### config.mk
export PLATFORM = sky130hd
export DESIGN_NAME = return_stack
export DESIGN_NICKNAME = d
export VERILOG_FILES = /design/src/rtl/return_stack.sv
export SDC_FILE = /design/constraint.sdc
export NUM_CORES = 1
export LEC_CHECK = 0
export CAP_MARGIN = 20
export CORE_MARGIN = 5
export CORE_UTILIZATION = 50
export CTS_BUF_LIST = sky130_fd_sc_hd__clkbuf_8
export DETAILED_ROUTE_END_ITERATION = 10
export PLACE_DENSITY = 0.7
export SLEW_MARGIN = 0
export SYNTH_ARGS = -nofsm -noshare
export SYNTH_HDL_FRONTEND = slang
export SYNTH_SLANG_ARGS = --single-unit
export TNS_END_PERCENT = 50
### constraint.sdc
create_clock -name clk -period 5.3 [get_ports clk]
set_input_delay 1.06 -clock clk [delete_from_list [all_inputs] [get_ports clk]]
set_output_delay 1.06 -clock clk [all_outputs]
set_load 0.01 [all_outputs]
### src/rtl/return_stack.sv
// Return-address stack for the fetch stage. A call pushes pc+1 and a return pops it.
// The current top entry is readable combinationally, so a return can use it in the same cycle.
module return_stack #(
  parameter int WIDTH = 12,
  parameter int DEPTH = 8,
  parameter int PTR_W = 3
) (
  input  logic             clk,
  input  logic             rst,
  input  logic             start,
  input  logic             push,
  input  logic             pop,
  input  logic [WIDTH-1:0] pushData,
  input  logic             clrErr,
  output logic [WIDTH-1:0] top,
  output logic             empty,
  output logic             full,
  output logic [PTR_W:0]   count,
  output logic             overflow,
  output logic             underflow
);

  localparam logic [PTR_W-1:0] SP_ONE  = PTR_W'(1);
  localparam logic [PTR_W:0]   CNT_ONE = (PTR_W + 1)'(1);
  localparam logic [PTR_W:0]   CNT_MAX = (PTR_W + 1)'(DEPTH);

  logic [WIDTH-1:0] mem_q [DEPTH];
  logic [WIDTH-1:0] mem_d [DEPTH];
  logic [PTR_W-1:0] sp_q, sp_d;
  logic [PTR_W:0]   count_q, count_d;
  logic             overflow_q, overflow_d;
  logic             underflow_q, underflow_d;

  logic             wr_en;
  logic [PTR_W-1:0] wr_addr;
  logic             ovf_set;
  logic             unf_set;
  logic             is_empty;
  logic             is_full;

  assign is_empty = (count_q == '0);
  assign is_full  = (count_q == CNT_MAX);

  always_comb begin
    sp_d     = sp_q;
    count_d  = count_q;
    wr_en    = 1'b0;
    wr_addr  = sp_q;
    ovf_set  = 1'b0;
    unf_set  = 1'b0;

    if (!start) begin
      unique case ({push, pop})
        2'b10: begin
          sp_d    = sp_q + SP_ONE;
          wr_en   = 1'b1;
          wr_addr = sp_q + SP_ONE;
          // When full the count saturates and the write silently replaces the oldest entry.
          if (is_full) begin
            ovf_set = 1'b1;
          end else begin
            count_d = count_q + CNT_ONE;
          end
        end
        2'b01: begin
          if (is_empty) begin
            unf_set = 1'b1;
          end else begin
            sp_d    = sp_q - SP_ONE;
            count_d = count_q - CNT_ONE;
          end
        end
        2'b11: begin
          // Return followed by call: replace the top in place. On an empty stack
          // there is nothing to return from, so behave as an ordinary push.
          if (is_empty) begin
            sp_d    = sp_q + SP_ONE;
            wr_en   = 1'b1;
            wr_addr = sp_q + SP_ONE;
            count_d = CNT_ONE;
          end else begin
            wr_en   = 1'b1;
            wr_addr = sp_q;
          end
        end
        default: ;
      endcase
    end else begin
      sp_d    = '0;
      count_d = '0;
    end
  end

  always_comb begin
    mem_d = mem_q;
    if (wr_en) begin
      mem_d[wr_addr] = pushData;
    end
  end

  // A set in the same cycle as clrErr wins; start clears both flags unconditionally.
  always_comb begin
    overflow_d  = (overflow_q & ~clrErr) | ovf_set;
    underflow_d = (underflow_q & ~clrErr) | unf_set;
    if (start) begin
      overflow_d  = 1'b0;
      underflow_d = 1'b0;
    end
  end

  always_ff @(posedge clk or negedge rst) begin
    if (!rst) begin
      sp_q        <= '0;
      count_q     <= '0;
      overflow_q  <= 1'b0;
      underflow_q <= 1'b0;
      for (int i = 0; i < DEPTH; i++) begin
        mem_q[i] <= '0;
      end
    end else begin
      sp_q        <= sp_d;
      count_q     <= count_d;
      overflow_q  <= overflow_d;
      underflow_q <= underflow_d;
      mem_q       <= mem_d;
    end
  end

  assign top       = is_empty ? '0 : mem_q[sp_q];
  assign empty     = is_empty;
  assign full      = is_full;
  assign count     = count_q;
  assign overflow  = overflow_q;
  assign underflow = underflow_q;

endmodule

* After elaboration in Yosys (flattened, before gate mapping) *
Cells that the tools add are included.

word-level totals
  bits in registers = 105
  output and inout port bits = 20
  word-level logic and storage cells = 67

cells by class
  equality and inequality tests = 7
  muxes and demuxes = 28
  order comparisons = 3
  reductions and logical operators = 6
  bitwise logic cells = 7
  add/sub/neg operators = 4

operator list
  cell                   number
  $bwmux W96             1
  $mux W12               4
  $bmux W12 S3           1
  $demux W12 S3          1
  $mux W4                4
  $mux W3                4
  $pmux W4 S3            1
  $mux W1                10
  $ne A3 B3 Y1 const B   3
  $pmux W3 S3            1
  $ge A4 B4 Y1 const B   2
  $not A3 Y4             2
  $pmux W3 S2            1
  $add A4 B1 Y4 const B  1
  $eq A2 B2 Y1 const B   2
  $eq A4 B4 Y1 const B   1
  $logic_not A4 Y1       1
  $lt A4 B1 Y1 const B   1
  $reduce_and A4 Y1      1
  $reduce_bool A4 Y1     1
  $sub A4 B1 Y4 const B  1
  $add A3 B1 Y3 const B  1
  $sub A3 B1 Y3 const B  1
  $and A1 B1 Y1          2
  6 further kinds        7

* Logic depth before layout (Yosys ltp) *
  depth after elaboration = 10
  gate-level depth with buffers = 8
  mapped depth without buffers = 7

* Least setup slack after synthesis *
Ideal clock, no wire load.

  kind = input to register
  start point = input pop
  end point = register count_q[3], in the netlist count[3]
  data arrival time = 2,729 ps
  path buffers = 1
  stages on the path = 8
  required time = 5,218 ps
  setup slack = 2,489 ps
  cell sequence = buf_2 -> nor2b_1 -> ha_1 -> a21o_1 -> a21oi_1 -> mux2i_1 -> or2_2 -> a31oi_1

on the way
  word-level cells in the longest chain between the ends = 3
  elaborated cells on any way between the ends = 10

RTL lines
  element                                                 RTL line  RTL
  start: declaration                                      12        input logic pop,
  $eq A2 B2 Y1 or $eq A2 B1 Y1 (tied branches)            53        unique case ({push, pop})
  $ne A3 B3 Y1 (no line) (tied with other cells)          -
  $reduce_and A4 Y1 (no line) or $mux W4 (tied branches)  -
  end signal: assignment                                  122       count_q <= count_d;
  end: declaration                                        30        logic [PTR_W:0] count_q, count_d;

Several ways; a longest one is shown, not always the timed one.
A chain may end at the register's enable or synchronous reset.

* Worst setup path after layout *
  start point = register sp_q[1]
  end point = output top[4]

on the way
  word-level cells in the longest chain between the ends = 5

RTL lines
  element                                       RTL line  RTL
  start: declaration                            29        logic [PTR_W-1:0] sp_q, sp_d;
  start signal: assignment                      121       sp_q <= sp_d;
  $not A3 Y4 (implied by the code)              129       assign top = is_empty ? '0 : mem_q[sp_q];
  $bmux W12 S3                                  129
  $mux W12 (implied by the code) (2 in series)  129
  $mux W12                                      129
  end: declaration                              15        output logic [WIDTH-1:0] top,

Every way passes these cells. The select of a mux whose other input is x is not followed.

==> flow_metrics.py <==
metrics = {
    "yosys": {
        "synth_top_family_by_area": "multiplexers",
        "async_reset_ff_frac": 1.00,
        "synth_nets": 380,
        "synth_area_um2": 5320,
        "synth_compound_area_frac": 0.0418,
        "synth_cell_types": 41,
        "synthMuxAreaShare": 0.349,
        "synth_xor_xnor_area_share": 0.0115,
        "synth-edff-count": 0,
        "synthAdderAreaFrac": 0.0132,
        "ys_seq_area_frac": 0.494,
        "avgSynthCellArea_um2": 14.9,
        "ys_ff_latch": 105,
        "synth_warnings": 0,
        "synth_flop_cell": "dfrtp_1",
        "synth-simple-area-share": 0.0592,
        "synthCells": 357,
    },
    "cells_and_area": {
        "final_common_cell": "dfrtp_1",
        "final_cell_mix": "104 x dfrtp_1, 68 x mux2_2, 36 x clkdlybuf4s50_1, 24 x mux4_2",
        "instances_no_fill": 531,
        "syn_to_final_growth_pct": 12.8,
        "drive_gt1_frac": 0.382,
        "final_nets": 414,
        "num_antenna_cells": 0,
    },
    "drt": {
        "num_vias": 3125,
        "via_per_inst": 5.89,
        "drc": 0,
        "drt-initial-drc-count": 184,
        "routedWlPerCell_um": 20.6,
        "ant_nets": 0,
        "dr.pass1.iters": 4,
        "routed_wl_um": 11000,
    },
    "clock_tree": {
        "cts_root_buffer": "clkbuf_8",
        "cts_hold_buffers": 0,
        "clk_pin_slew_ns": 0.10,
        "cts_buffers": 9,
        "post-cts-setup-buffer-count": 0,
        "cts_resized": 0,
        "cts_tree": "built",
        "clock_path_buffers": 2,
        "cts.sinks": 105,
        "cts_max_level": 3,
        "clk_latency_ns": 0.36,
    },
    "setup_path": {
        "slowest_delay_ns": 0.95,
        "cp_num_buf_inv": 2,
        "worstSetupPathType": "reg -> out",
        "crit_family": "flip-flops",
        "required_ns": 4.24,
        "end_kind": "output port",
        "path_cells": "buf_4 > mux4_2 > mux2i_1 > nor2_1 > clkdlybuf4s50_1",
        "worst_path_max_delay_cell": "dfrtp_1",
        "worst-path-max-fanout": 20,
        "crit_path_start_kind": "register",
        "crit_arrival_ns": 2.74,
    },
    "run": {
        "drv_cap": 0,
    },
    "global_route": {
        "grt_overflow_total": 0,
        "grt_usage": 0.182,
        "grt_pass1_wl_um": 18200,
        "grt_pass1_vias": 3377,
        "antenna_found_initial": 0,
        "grt_max_degree": 64,
    },
    "timing": {
        "skew_ns": 0.0155,
        "rsz0062_at_grt": "no",
        "clock.fmax_ghz": 0.263,
        "report.final.slew_viol_count": 0,
        "whs_ns": 0.502,
        "period_minus_slack_ns": 3.80,
        "setup_viol": 0,
        "setup_tns_ns": 0,
        "slew_headroom": 0.226,
        "fin_ws_ns": 1.50,
        "fin_crit_sh": 0.717,
        "timing.final.hold_violations": 0,
        "tightest_slew_ns": 1.16,
    },
    "floorplanning": {
        "io_pins": 38,
        "die_w_um": 113,
        "start_util": 0.513,
        "rows": 37,
        "dieArea_um2": 12800,
        "core_area_um2": 10400,
        "die_y_um": 113,
    },
    "placement": {
        "port_buffers": 37,
        "dp.cells": 514,
        "hpwl_um": 6880,
        "globalplace.congestion": 0.749,
        "post-place-ws_ns": 1.43,
    },
    "power_and_ir_drop": {
        "report.power.total_mw": 2.90,
        "p_per_area_nw_per_um2": 482,
        "leakagePower_nw": 2.57,
        "ir_worst_vdd_mv": 0.207,
    },
    "worst_hold_path": {
        "min_path_type": "reg -> reg",
    },
    "status": {
        "outcome": "complete, no violations",
    },
}
## through the flow
stage,utilization,instance area (um2)
final,0.579,6000
after global placement,0.556,5760
after floorplan,-,5320
after detailed placement,0.556,5760
after CTS,0.576,5970
after global routing,0.579,6000
## layout make-up
| cell class | count | area, um2 |
|---|---|---|
| fillers | 825 | 4370 |
| clock inverters | 6 | 83.8 |
| multi-input cells | 225 | 2530 |
| repair buffers | 47 | 459 |
| clock buffers | 9 | 124 |
| inverters | 3 | 11.3 |
| well taps | 136 | 170 |
| flip-flops and latches | 105 | 2630 |
## layer usage
metal	part of all wire	global-route usage	vias to the layer above
met3	0.034	0.0348	11
met2	0.48	0.284	56
met1	0.48	0.260	1667
met5	0	0	-
met4	0.012	0.0569	0
li1	-	-	1391
## flip-flops by register name, summed over array words and instances (netlist names)
register,flops
mem_q,96
count,4
sp_q,3
overflow,1
underflow,1
## kinds of logic (layout without fill, tap and decap cells)
group	count (synthesis)	count (layout)
adders and majority gates	5	5
muxes	136	136
DFF	105	105
and+or+nand+nor	53	53
AOI/OAI and AO/OA	24	24
buffers and inverters	27	65
xor gates and xnor gates	7	7
## Yosys cell counts (all sizes together) (2+ instances only)
cell      n  area [um2]
a211oi    2        15.0
nand3b    5        37.5
mux2     96        1160
xor2      4        35.0
a31oi     3        18.8
a32oi     2        17.5
buf      19         140
nor2b     4        25.0
a21oi     7        42.5
nor2     20        75.1
dfrtp   105        2630
inv       3        11.3
nand3     2        35.0
nor3      5        35.0
clkbuf    5        18.8
nor3b     2        15.0
nand2b    2        12.5
ha        4        50.1
xnor2     3        26.3
mux4     24         541
nand2     9        33.8
o32ai     4        65.1
mux2i    16         160
## report_power, final
part / switching [mW] / total, mW / internal (mW)
Clock: 0.269 / 0.531 / 0.262
Sequential: 0.212 / 1.33 / 1.11
Combinational: 0.386 / 1.04 / 0.655
Total: 0.866 / 2.90 / 2.03
## worst paths after layout
kind | slack [ns] | endpoint | cells after the start | startpoint
setup / recovery | 1.50 | top[4] | 5 | sp_q[1]
hold / removal | 0.50 | mem_q[35] | 1 | mem_q[35]
setup reg to reg | 1.99 | mem_q[80] | 6 | sp_q[1]
hold reg to reg | 0.50 | mem_q[35] | 1 | mem_q[35]
max in group asynchronous | 3.48 | mem_q[26] | 2 | rst
min in group asynchronous | 0.76 | count[1] | 1 | rst
No activity file was read; power rests on OpenSTA's default activity.
